**src/rtl/gbt_sc_deframer_if.sv**
```systemverilog
// ---------------------------------------------------------------------------
// gbt_sc_deframer_if
// Clock/reset bundle for the GBT rx frame clock domain.
//   clk   : GBT rx frame clock
//   reset : synchronous, active-high reset
// ---------------------------------------------------------------------------
interface gbt_sc_deframer_if;
    logic clk;
    logic reset;

    modport sink (input clk, input reset);
endinterface

```
**src/rtl/gbt_sc_deframer.sv**
```systemverilog
// ---------------------------------------------------------------------------
// gbt_sc_deframer
// Recovers 32-bit slow-control words from the serial SC bit carried in the
// GBT frame (sc_data_b4[0]). Frame: header 8'hA5, 32 payload bits, CRC-8
// (poly 0x07, init 0) over the payload; all fields MSB first.
// A link qualifier tracks consecutive good/bad frames and a bit timeout.
//
// Ports
//   ClkRs_ix        : clock / synchronous active-high reset bundle
//   Rx_i            : serial slow-control bit
//   RxValid_i       : qualifier for Rx_i (GBT rx_clken)
//   RxReady_i       : GBT rx_ready; low aborts everything and drops the link
//   resetflags_i    : clears ErrCount_ob16 (wins over a same-cycle error)
//   data_ob32       : last CRC-good payload
//   newdata_o       : one-cycle pulse when data_ob32 updates
//   crcerror_o      : one-cycle pulse on a CRC mismatch
//   RxLocked_o      : high while a frame is being collected (DATA/CRC/CHECK)
//   SerialLinkUp_o  : link qualified
//   ErrCount_ob16   : saturating CRC error count
// DATA_W is fixed at 32 by the frame format.
// ---------------------------------------------------------------------------
module gbt_sc_deframer #(
    parameter int DATA_W       = 32,
    parameter int LOCK_COUNT   = 4,
    parameter int UNLOCK_COUNT = 2,
    parameter int TIMEOUT_BITS = 256
) (
    gbt_sc_deframer_if.sink    ClkRs_ix,
    input  logic               Rx_i,
    input  logic               RxValid_i,
    input  logic               RxReady_i,
    input  logic               resetflags_i,
    output logic [DATA_W-1:0]  data_ob32,
    output logic               newdata_o,
    output logic               crcerror_o,
    output logic               RxLocked_o,
    output logic               SerialLinkUp_o,
    output logic [15:0]        ErrCount_ob16
);

    localparam logic [7:0] HEADER    = 8'hA5;
    localparam logic [4:0] LAST_DATA = 5'(DATA_W - 1);
    localparam logic [4:0] LAST_CRC  = 5'd7;
    localparam int GOOD_W = $clog2(LOCK_COUNT + 1);
    localparam int BAD_W  = $clog2(UNLOCK_COUNT + 1);
    localparam int TO_W   = $clog2(TIMEOUT_BITS + 1);

    typedef enum logic [1:0] {
        S_HUNT  = 2'd0,
        S_DATA  = 2'd1,
        S_CRC   = 2'd2,
        S_CHECK = 2'd3
    } state_t;

    state_t              r_state;
    state_t              w_state_nxt;
    logic [7:0]          r_win;
    logic [7:0]          w_win_nxt;
    logic [4:0]          r_cnt;
    logic [DATA_W-1:0]   r_payload;
    logic [7:0]          r_crc_rx;
    logic [7:0]          r_crc_calc;
    logic [DATA_W-1:0]   r_data;
    logic                r_newdata;
    logic                r_crcerr;
    logic [15:0]         r_errcnt;
    logic [GOOD_W-1:0]   r_good;
    logic [BAD_W-1:0]    r_bad;
    logic [TO_W-1:0]     r_to;
    logic                r_up_evt;
    logic                r_drop_evt;
    logic                r_linkup;

    logic                w_adv;
    logic                w_hdr_hit;
    logic                w_check;
    logic                w_crc_ok;
    logic                w_good;
    logic                w_bad;

    // One serial step of CRC-8, poly 0x07, MSB first.
    function automatic logic [7:0] crc8_step(input logic [7:0] crc, input logic din);
        logic fb;
        fb = crc[7] ^ din;
        return {crc[6:0], 1'b0} ^ (fb ? 8'h07 : 8'h00);
    endfunction

    function automatic logic [15:0] sat_inc16(input logic [15:0] v);
        return (v == 16'hFFFF) ? v : v + 16'd1;
    endfunction

    assign w_adv     = RxValid_i & RxReady_i;
    assign w_win_nxt = {r_win[6:0], Rx_i};
    // Window match is tested on every hunted bit, so overlapping headers work.
    assign w_hdr_hit = w_adv && (r_state == S_HUNT) && (w_win_nxt == HEADER);
    // CHECK lasts one clock whatever RxValid_i does; rx_ready low aborts it.
    assign w_check   = (r_state == S_CHECK) && RxReady_i;
    assign w_crc_ok  = (r_crc_calc == r_crc_rx);
    assign w_good    = w_check & w_crc_ok;
    assign w_bad     = w_check & ~w_crc_ok;

    // ---- frame FSM ----
    always_ff @(posedge ClkRs_ix.clk) begin
        if (ClkRs_ix.reset) begin
            r_state <= S_HUNT;
        end else begin
            r_state <= w_state_nxt;
        end
    end

    always_comb begin
        w_state_nxt = r_state;
        if (!RxReady_i) begin
            w_state_nxt = S_HUNT;
        end else begin
            case (r_state)
                S_HUNT:  if (w_hdr_hit) w_state_nxt = S_DATA;
                S_DATA:  if (w_adv && r_cnt == LAST_DATA) w_state_nxt = S_CRC;
                S_CRC:   if (w_adv && r_cnt == LAST_CRC) w_state_nxt = S_CHECK;
                S_CHECK: w_state_nxt = S_HUNT;
                default: w_state_nxt = S_HUNT;
            endcase
        end
    end

    // ---- bit collection: header window, bit counter, running CRC ----
    always_ff @(posedge ClkRs_ix.clk) begin
        if (ClkRs_ix.reset) begin
            r_win      <= '0;
            r_cnt      <= '0;
            r_crc_calc <= '0;
        end else if (!RxReady_i) begin
            r_win <= '0;
        end else if (w_adv) begin
            case (r_state)
                S_HUNT: begin
                    r_win <= w_win_nxt;
                    if (w_hdr_hit) begin
                        r_cnt      <= '0;
                        r_crc_calc <= '0;
                    end
                end
                S_DATA: begin
                    r_crc_calc <= crc8_step(r_crc_calc, Rx_i);
                    r_cnt      <= (r_cnt == LAST_DATA) ? '0 : r_cnt + 5'd1;
                end
                S_CRC:   r_cnt <= r_cnt + 5'd1;
                // A bit landing in the CHECK cycle already belongs to the hunt.
                S_CHECK: r_win <= w_win_nxt;
                default: ;
            endcase
        end
    end

    // Payload and received CRC shift registers carry data only, no reset.
    always_ff @(posedge ClkRs_ix.clk) begin
        if (w_adv && r_state == S_DATA) begin
            r_payload <= {r_payload[DATA_W-2:0], Rx_i};
        end
        if (w_adv && r_state == S_CRC) begin
            r_crc_rx <= {r_crc_rx[6:0], Rx_i};
        end
    end

    // ---- check results: data, pulses, error count ----
    always_ff @(posedge ClkRs_ix.clk) begin
        if (ClkRs_ix.reset) begin
            r_data    <= '0;
            r_newdata <= 1'b0;
            r_crcerr  <= 1'b0;
            r_errcnt  <= '0;
        end else begin
            r_newdata <= w_good;
            r_crcerr  <= w_bad;
            if (w_good) begin
                r_data <= r_payload;
            end
            if (resetflags_i) begin
                r_errcnt <= '0;
            end else if (w_bad) begin
                r_errcnt <= sat_inc16(r_errcnt);
            end
        end
    end

    // ---- link qualifier ----
    // The up/drop events fire only on the cycle a counter *reaches* its
    // threshold; saturated counters do not re-trigger, so a link dropped by
    // timeout stays down until a bad frame or rx_ready loss restarts locking.
    always_ff @(posedge ClkRs_ix.clk) begin
        if (ClkRs_ix.reset || !RxReady_i) begin
            r_good     <= '0;
            r_bad      <= '0;
            r_to       <= '0;
            r_up_evt   <= 1'b0;
            r_drop_evt <= 1'b0;
            r_linkup   <= 1'b0;
        end else begin
            if (r_drop_evt) begin
                r_linkup <= 1'b0;
            end else if (r_up_evt) begin
                r_linkup <= 1'b1;
            end
            r_up_evt   <= w_good && (r_good == GOOD_W'(LOCK_COUNT - 1));
            r_drop_evt <= (w_bad && (r_bad == BAD_W'(UNLOCK_COUNT - 1)))
                       || (w_adv && !w_good && (r_to == TO_W'(TIMEOUT_BITS - 1)));
            if (w_good) begin
                r_bad <= '0;
                r_to  <= '0;
                if (r_good != GOOD_W'(LOCK_COUNT)) r_good <= r_good + 1'b1;
            end else begin
                if (w_bad) begin
                    r_good <= '0;
                    if (r_bad != BAD_W'(UNLOCK_COUNT)) r_bad <= r_bad + 1'b1;
                end
                if (w_adv && r_to != TO_W'(TIMEOUT_BITS)) r_to <= r_to + 1'b1;
            end
        end
    end

    assign data_ob32      = r_data;
    assign newdata_o      = r_newdata;
    assign crcerror_o     = r_crcerr;
    assign ErrCount_ob16  = r_errcnt;
    assign SerialLinkUp_o = r_linkup;
    assign RxLocked_o     = (r_state != S_HUNT);

endmodule

```
**src/flat_wrapper.sv**
```systemverilog
// flat-port wrapper written by rule: the top's interface ports become plain ports
module gbt_sc_deframer_flat 
#(
    parameter int DATA_W       = 32,
    parameter int LOCK_COUNT   = 4,
    parameter int UNLOCK_COUNT = 2,
    parameter int TIMEOUT_BITS = 256
)
  (Rx_i, RxValid_i, RxReady_i, resetflags_i, data_ob32, newdata_o, crcerror_o, RxLocked_o, SerialLinkUp_o, ErrCount_ob16, ClkRs_ix_clk, ClkRs_ix_reset);
  gbt_sc_deframer_if ClkRs_ix_i ();
  input  logic Rx_i;
  input  logic RxValid_i;
  input  logic RxReady_i;
  input  logic resetflags_i;
  output logic [DATA_W-1:0] data_ob32;
  output logic newdata_o;
  output logic crcerror_o;
  output logic RxLocked_o;
  output logic SerialLinkUp_o;
  output logic [15:0] ErrCount_ob16;
  input wire logic [$bits(ClkRs_ix_i.clk)-1:0] ClkRs_ix_clk;
  input wire logic [$bits(ClkRs_ix_i.reset)-1:0] ClkRs_ix_reset;
  assign ClkRs_ix_i.clk = ClkRs_ix_clk;
  assign ClkRs_ix_i.reset = ClkRs_ix_reset;
  gbt_sc_deframer #(.DATA_W(DATA_W), .LOCK_COUNT(LOCK_COUNT), .UNLOCK_COUNT(UNLOCK_COUNT), .TIMEOUT_BITS(TIMEOUT_BITS)) u_core (.ClkRs_ix(ClkRs_ix_i), .Rx_i(Rx_i), .RxValid_i(RxValid_i), .RxReady_i(RxReady_i), .resetflags_i(resetflags_i), .data_ob32(data_ob32), .newdata_o(newdata_o), .crcerror_o(crcerror_o), .RxLocked_o(RxLocked_o), .SerialLinkUp_o(SerialLinkUp_o), .ErrCount_ob16(ErrCount_ob16));
endmodule
```
**config.mk**
```make
export PLATFORM = sky130hd
export DESIGN_NAME = gbt_sc_deframer_flat
export DESIGN_NICKNAME = d
export VERILOG_FILES = /design/src/rtl/gbt_sc_deframer_if.sv /design/src/rtl/gbt_sc_deframer.sv /design/src/flat_wrapper.sv
export SDC_FILE = /design/constraint.sdc
export NUM_CORES = 1
export LEC_CHECK = 0
export CORE_MARGIN = 4
export CORE_UTILIZATION = 60
export CTS_CLUSTER_SIZE = 8
export DETAILED_ROUTE_END_ITERATION = 8
export DONT_BUFFER_PORTS = 1
export PLACE_DENSITY = 0.82
export SLEW_MARGIN = 5
export SYNTH_ARGS = -nofsm -noshare
export SYNTH_HDL_FRONTEND = slang
export SYNTH_SLANG_ARGS = --single-unit
```
**constraint.sdc**
```tcl
create_clock -name ClkRs_ix_clk -period 2.8 [get_ports ClkRs_ix_clk]
set_input_delay 0.56 -clock ClkRs_ix_clk [delete_from_list [all_inputs] [get_ports ClkRs_ix_clk]]
set_output_delay 0.56 -clock ClkRs_ix_clk [all_outputs]
set_load 0.02 [all_outputs]
```
==> impl_results.md <==
* Result of the run: finished, final reports clean
* Worst-Margin Slew at 0.730 ns
* Critical Path Fanout Max at 4
* Placed Cells at 559
* Int Pwr at 3.06 mW
* Pwr Density at 684 mW/mm^2
* Tot GR Track Use at 21.0%
* Required time worst endpoint at 3.25 ns
* Synth warn at 0
* Initial antenna violation count at 0
* Switching Fraction at 23.5%
* Post-synth ARST share at 0%
* Sequential share of power at 48.0%
* Setup WS post-layout at 0.664 ns
* Commonest non-fill, non-tap cells in the layout: dfxtp_1, nor2_1, mux2i_1
* Post-Synthesis Net Count at 494
* Max IR drop VDD at 0.487 mV
* Most common cell after layout, fill and taps aside: dfxtp_1
* Period minus WS final at 2.14 ns
* CTS buffer count at 17
* RSZ-0062 raised after global routing: false
* Gpl congestion at 0.825
* Yosys reg bits at 129
* Critical path arrival at 2.59 ns
* Vias/cell at 5.97
* Syn_area_per_cell at 11.1 sq um
* EDFF count, synth at 40
* Worst-skew pair later-pin latency at 0.52 ns
* Family with the most delay on the worst path: simple AND/OR/NAND/NOR gates
* Power Total at 4.00 mW
* Proportion of synthesized area in mux cells at 8.04%
* Worst-path clk slew at 0.06 ns
* # DRC at 0
* IO Port Bufs at 0
* Die Area at 0.0103 sq mm
* Multi-input gate area at 0.00209 sq mm
* CTS root buf: clkbuf_8
* Syn Inst Count at 473
* CTS sink count at 129
* Clock tree buffer depth at 2
* Core area at 0.00834 sq mm
* Worst setup SP type: flop
* WL per Instance at 17.1 um
* Ant. Diodes at 0
* FP Rows at 33
* Clk network pwr share at 51.1%
* DR iter-0 viols at 139
* Hold bufs inserted after CTS at 0
* Critical-path top delay cell: or3b_1
* Compound-Gate Fraction of Synth Area at 8.47%
* Worst-path cell chain: ha_1 -> and3_1 -> ha_1 -> nand2b_1 -> o211ai_1 -> or3_1 -> or3b_1 -> a21oi_1
* Final Hold Vio Count at 0
* Max Transition Viols Final at 0
* Number of nets still failing antenna checks after routing at 0
* Io pins at 58
* First-pass GRT wire length at 17.0 mm
* Sw Pwr at 940 uW
* Pin count of the biggest net entering global routing at 51
* Critical path endpoint category: flop
* Number of global-route vias before repair at 3558
* Fmax at 468 MHz
* Setup bufs post-CTS at 0
* Xor/xnor share of the synthesized area at 3.02%
* Initial Utilization at 62.7%
* Nets@finish at 494
* Top cell by count, worst path: ha_1
* CTS tree: built
* Tcrit/Tclk final at 76.3%
* Pre-CTS setup slack at 0.692 ns
* Most used DFF post-synth: dfxtp_1
* Sequential fraction of the synthesis area at 57.1%
* Worst slew margin at 51.2%
* Post-route setup TNS at 0 ns
* Final setup vio count at 0
* Post-route insts no fill at 591
* MaxCap Viol Count at 0
* First-pass DRT Iterations at 4
* Crit-path max cell delay at 0.39 ns
* Synth cell types at 53
* Min-delay worst type: input port to flop
* Post-synthesis simple-gate area fraction at 16.9%
* Synth Area in Adders at 3.59%
* Die Span Y at 101 um
* Leak at 1.95 nW
* Largest family of logic cells by synthesized area: simple AND/OR/NAND/NOR gates
* Mapped Area at 0.00523 sq mm
* DP HPWL at 6.21 mm
* Logic pwr share at 0.9%
* Total gr overflow at 0
* Clock skew at 0.0103 ns
* H-Tree Depth at 4
* Area Overhead vs Synth at 11.8%
* Fillers at 609
* Layout cells sized above 1 at 9.47%
* Die width at 101 um
* Vias after detailed routing at 3530
* FF/Latch Area at 0.00298 sq mm
* WL final at 10.1 mm
* CP bufs+invs at 0
* Post-CTS Resized at 0
* WS Path Type: flop to flop
[per-stage QoR]
stage / cell area [sq um] / hold WS, ns / util (%)
2_1_floorplan: 5230 / 0.376 / -
3_3_place_gp: 5290 / 0.378 / 63.5
3_5_place_dp: 5290 / 0.392 / 63.5
4_1_cts: 5840 / 0.0824 / 70.1
5_1_grt: 5840 / 0.0799 / 70.1
6_report: 5840 / 0.105 / 70.1
[routing by layer]
layer  vias to the layer above  wire length (um)  global-route usage, %
met1                      1690              4410                   26.2
met2                       109              4870                   33.5
met5                         -                 0                      0
met3                        25               644                   7.85
li1                       1706                 -                      -
met4                         0               182                   7.36
[path summary, 6_finish.rpt]
path                                startpoint                            endpoint  slack [ns]  cells after the start
setup / recovery  u_core.r_cnt[0]$_SDFFE_PP0P_        u_core.r_cnt[2]$_SDFFE_PP0P_        0.66                      8
hold / removal                  ClkRs_ix_reset        u_core.r_cnt[3]$_SDFFE_PP0P_        0.10                      1
setup reg to reg  u_core.r_cnt[0]$_SDFFE_PP0P_        u_core.r_cnt[2]$_SDFFE_PP0P_        0.66                      8
hold reg to reg   u_core.r_drop_evt$_SDFF_PP0_  u_core.SerialLinkUp_o$_SDFFE_PP0P_        0.40                      1
[cell families after synthesis]
| kind of cell | Yosys count |
|---|---|
| AOI/OAI and AO/OA | 65 |
| xor gates and xnor gates | 18 |
| adders and majority gates | 15 |
| buffers and inverters | 35 |
| DFF | 129 |
| muxes | 42 |
| and+or+nand+nor | 169 |
[sequential cells by signal, summed over array words and instances (netlist names)]
signal / cells
u_core.r_state: 2
u_core.r_up_evt: 1
u_core.r_drop_evt: 1
u_core.r_crc_rx: 8
u_core.r_to: 9
u_core.SerialLinkUp_o: 1
u_core.r_bad: 2
u_core.r_crc_calc: 8
u_core.newdata_o: 1
u_core.r_payload: 32
u_core.ErrCount_ob16: 16
u_core.crcerror_o: 1
u_core.r_win: 7
u_core.r_good: 3
u_core.data_ob32: 32
u_core.r_cnt: 5
[area by class of cell]
cell class                      count  area share (%)
Timing Repair Buffer                3           0.599
Inverter                           13           0.835
Sequential cell                   129            51.0
Tap cell                          105            2.25
Clock buffer                       17            7.09
Multi-Input combinational cell    309            35.8
Clock inverter                     15            2.35
[cells in the mapped netlist (3+ instances only)]
library cell  count  area, sq um
mux2i_1          42          420
o21ai_0           7         35.0
and3_1            6         37.5
nand3_1          20          100
o31ai_1           9         67.6
nor2b_1           4         25.0
inv_1            13         48.8
dfxtp_1          89         1780
nor3_1            7         35.0
nand4_1           7         43.8
xor2_1            3         26.3
or3_1             8         50.1
clkbuf_1         10         37.5
buf_4             4         30.0
or4_1             7         52.6
nand2_1          14         52.6
nor4_1            3         18.8
a22o_1            6         52.6
edfxtp_1         40         1200
buf_2             7         35.0
ha_1             15          188
xnor2_1          15          131
a21oi_1          25          125
nor2_1           68          255
nand2b_1          7         43.8
[power groups by stage]
| stage | Clock [mW] | Sequential [mW] | Combinational (mW) |
|---|---|---|---|
| 6_report | 2.04 | 1.92 | 0.0349 |
| 5_1_grt | 2.17 | 1.92 | 0.0386 |
| 4_1_cts | 2.08 | 1.92 | 0.0348 |
| 3_5_place_dp | 0 | 1.96 | 0.0344 |
| 3_3_place_gp | 0 | 1.96 | 0.0336 |
| 2_1_floorplan | 0 | 1.96 | 0.0380 |
Note: power is estimated with default switching activity, not from simulation.
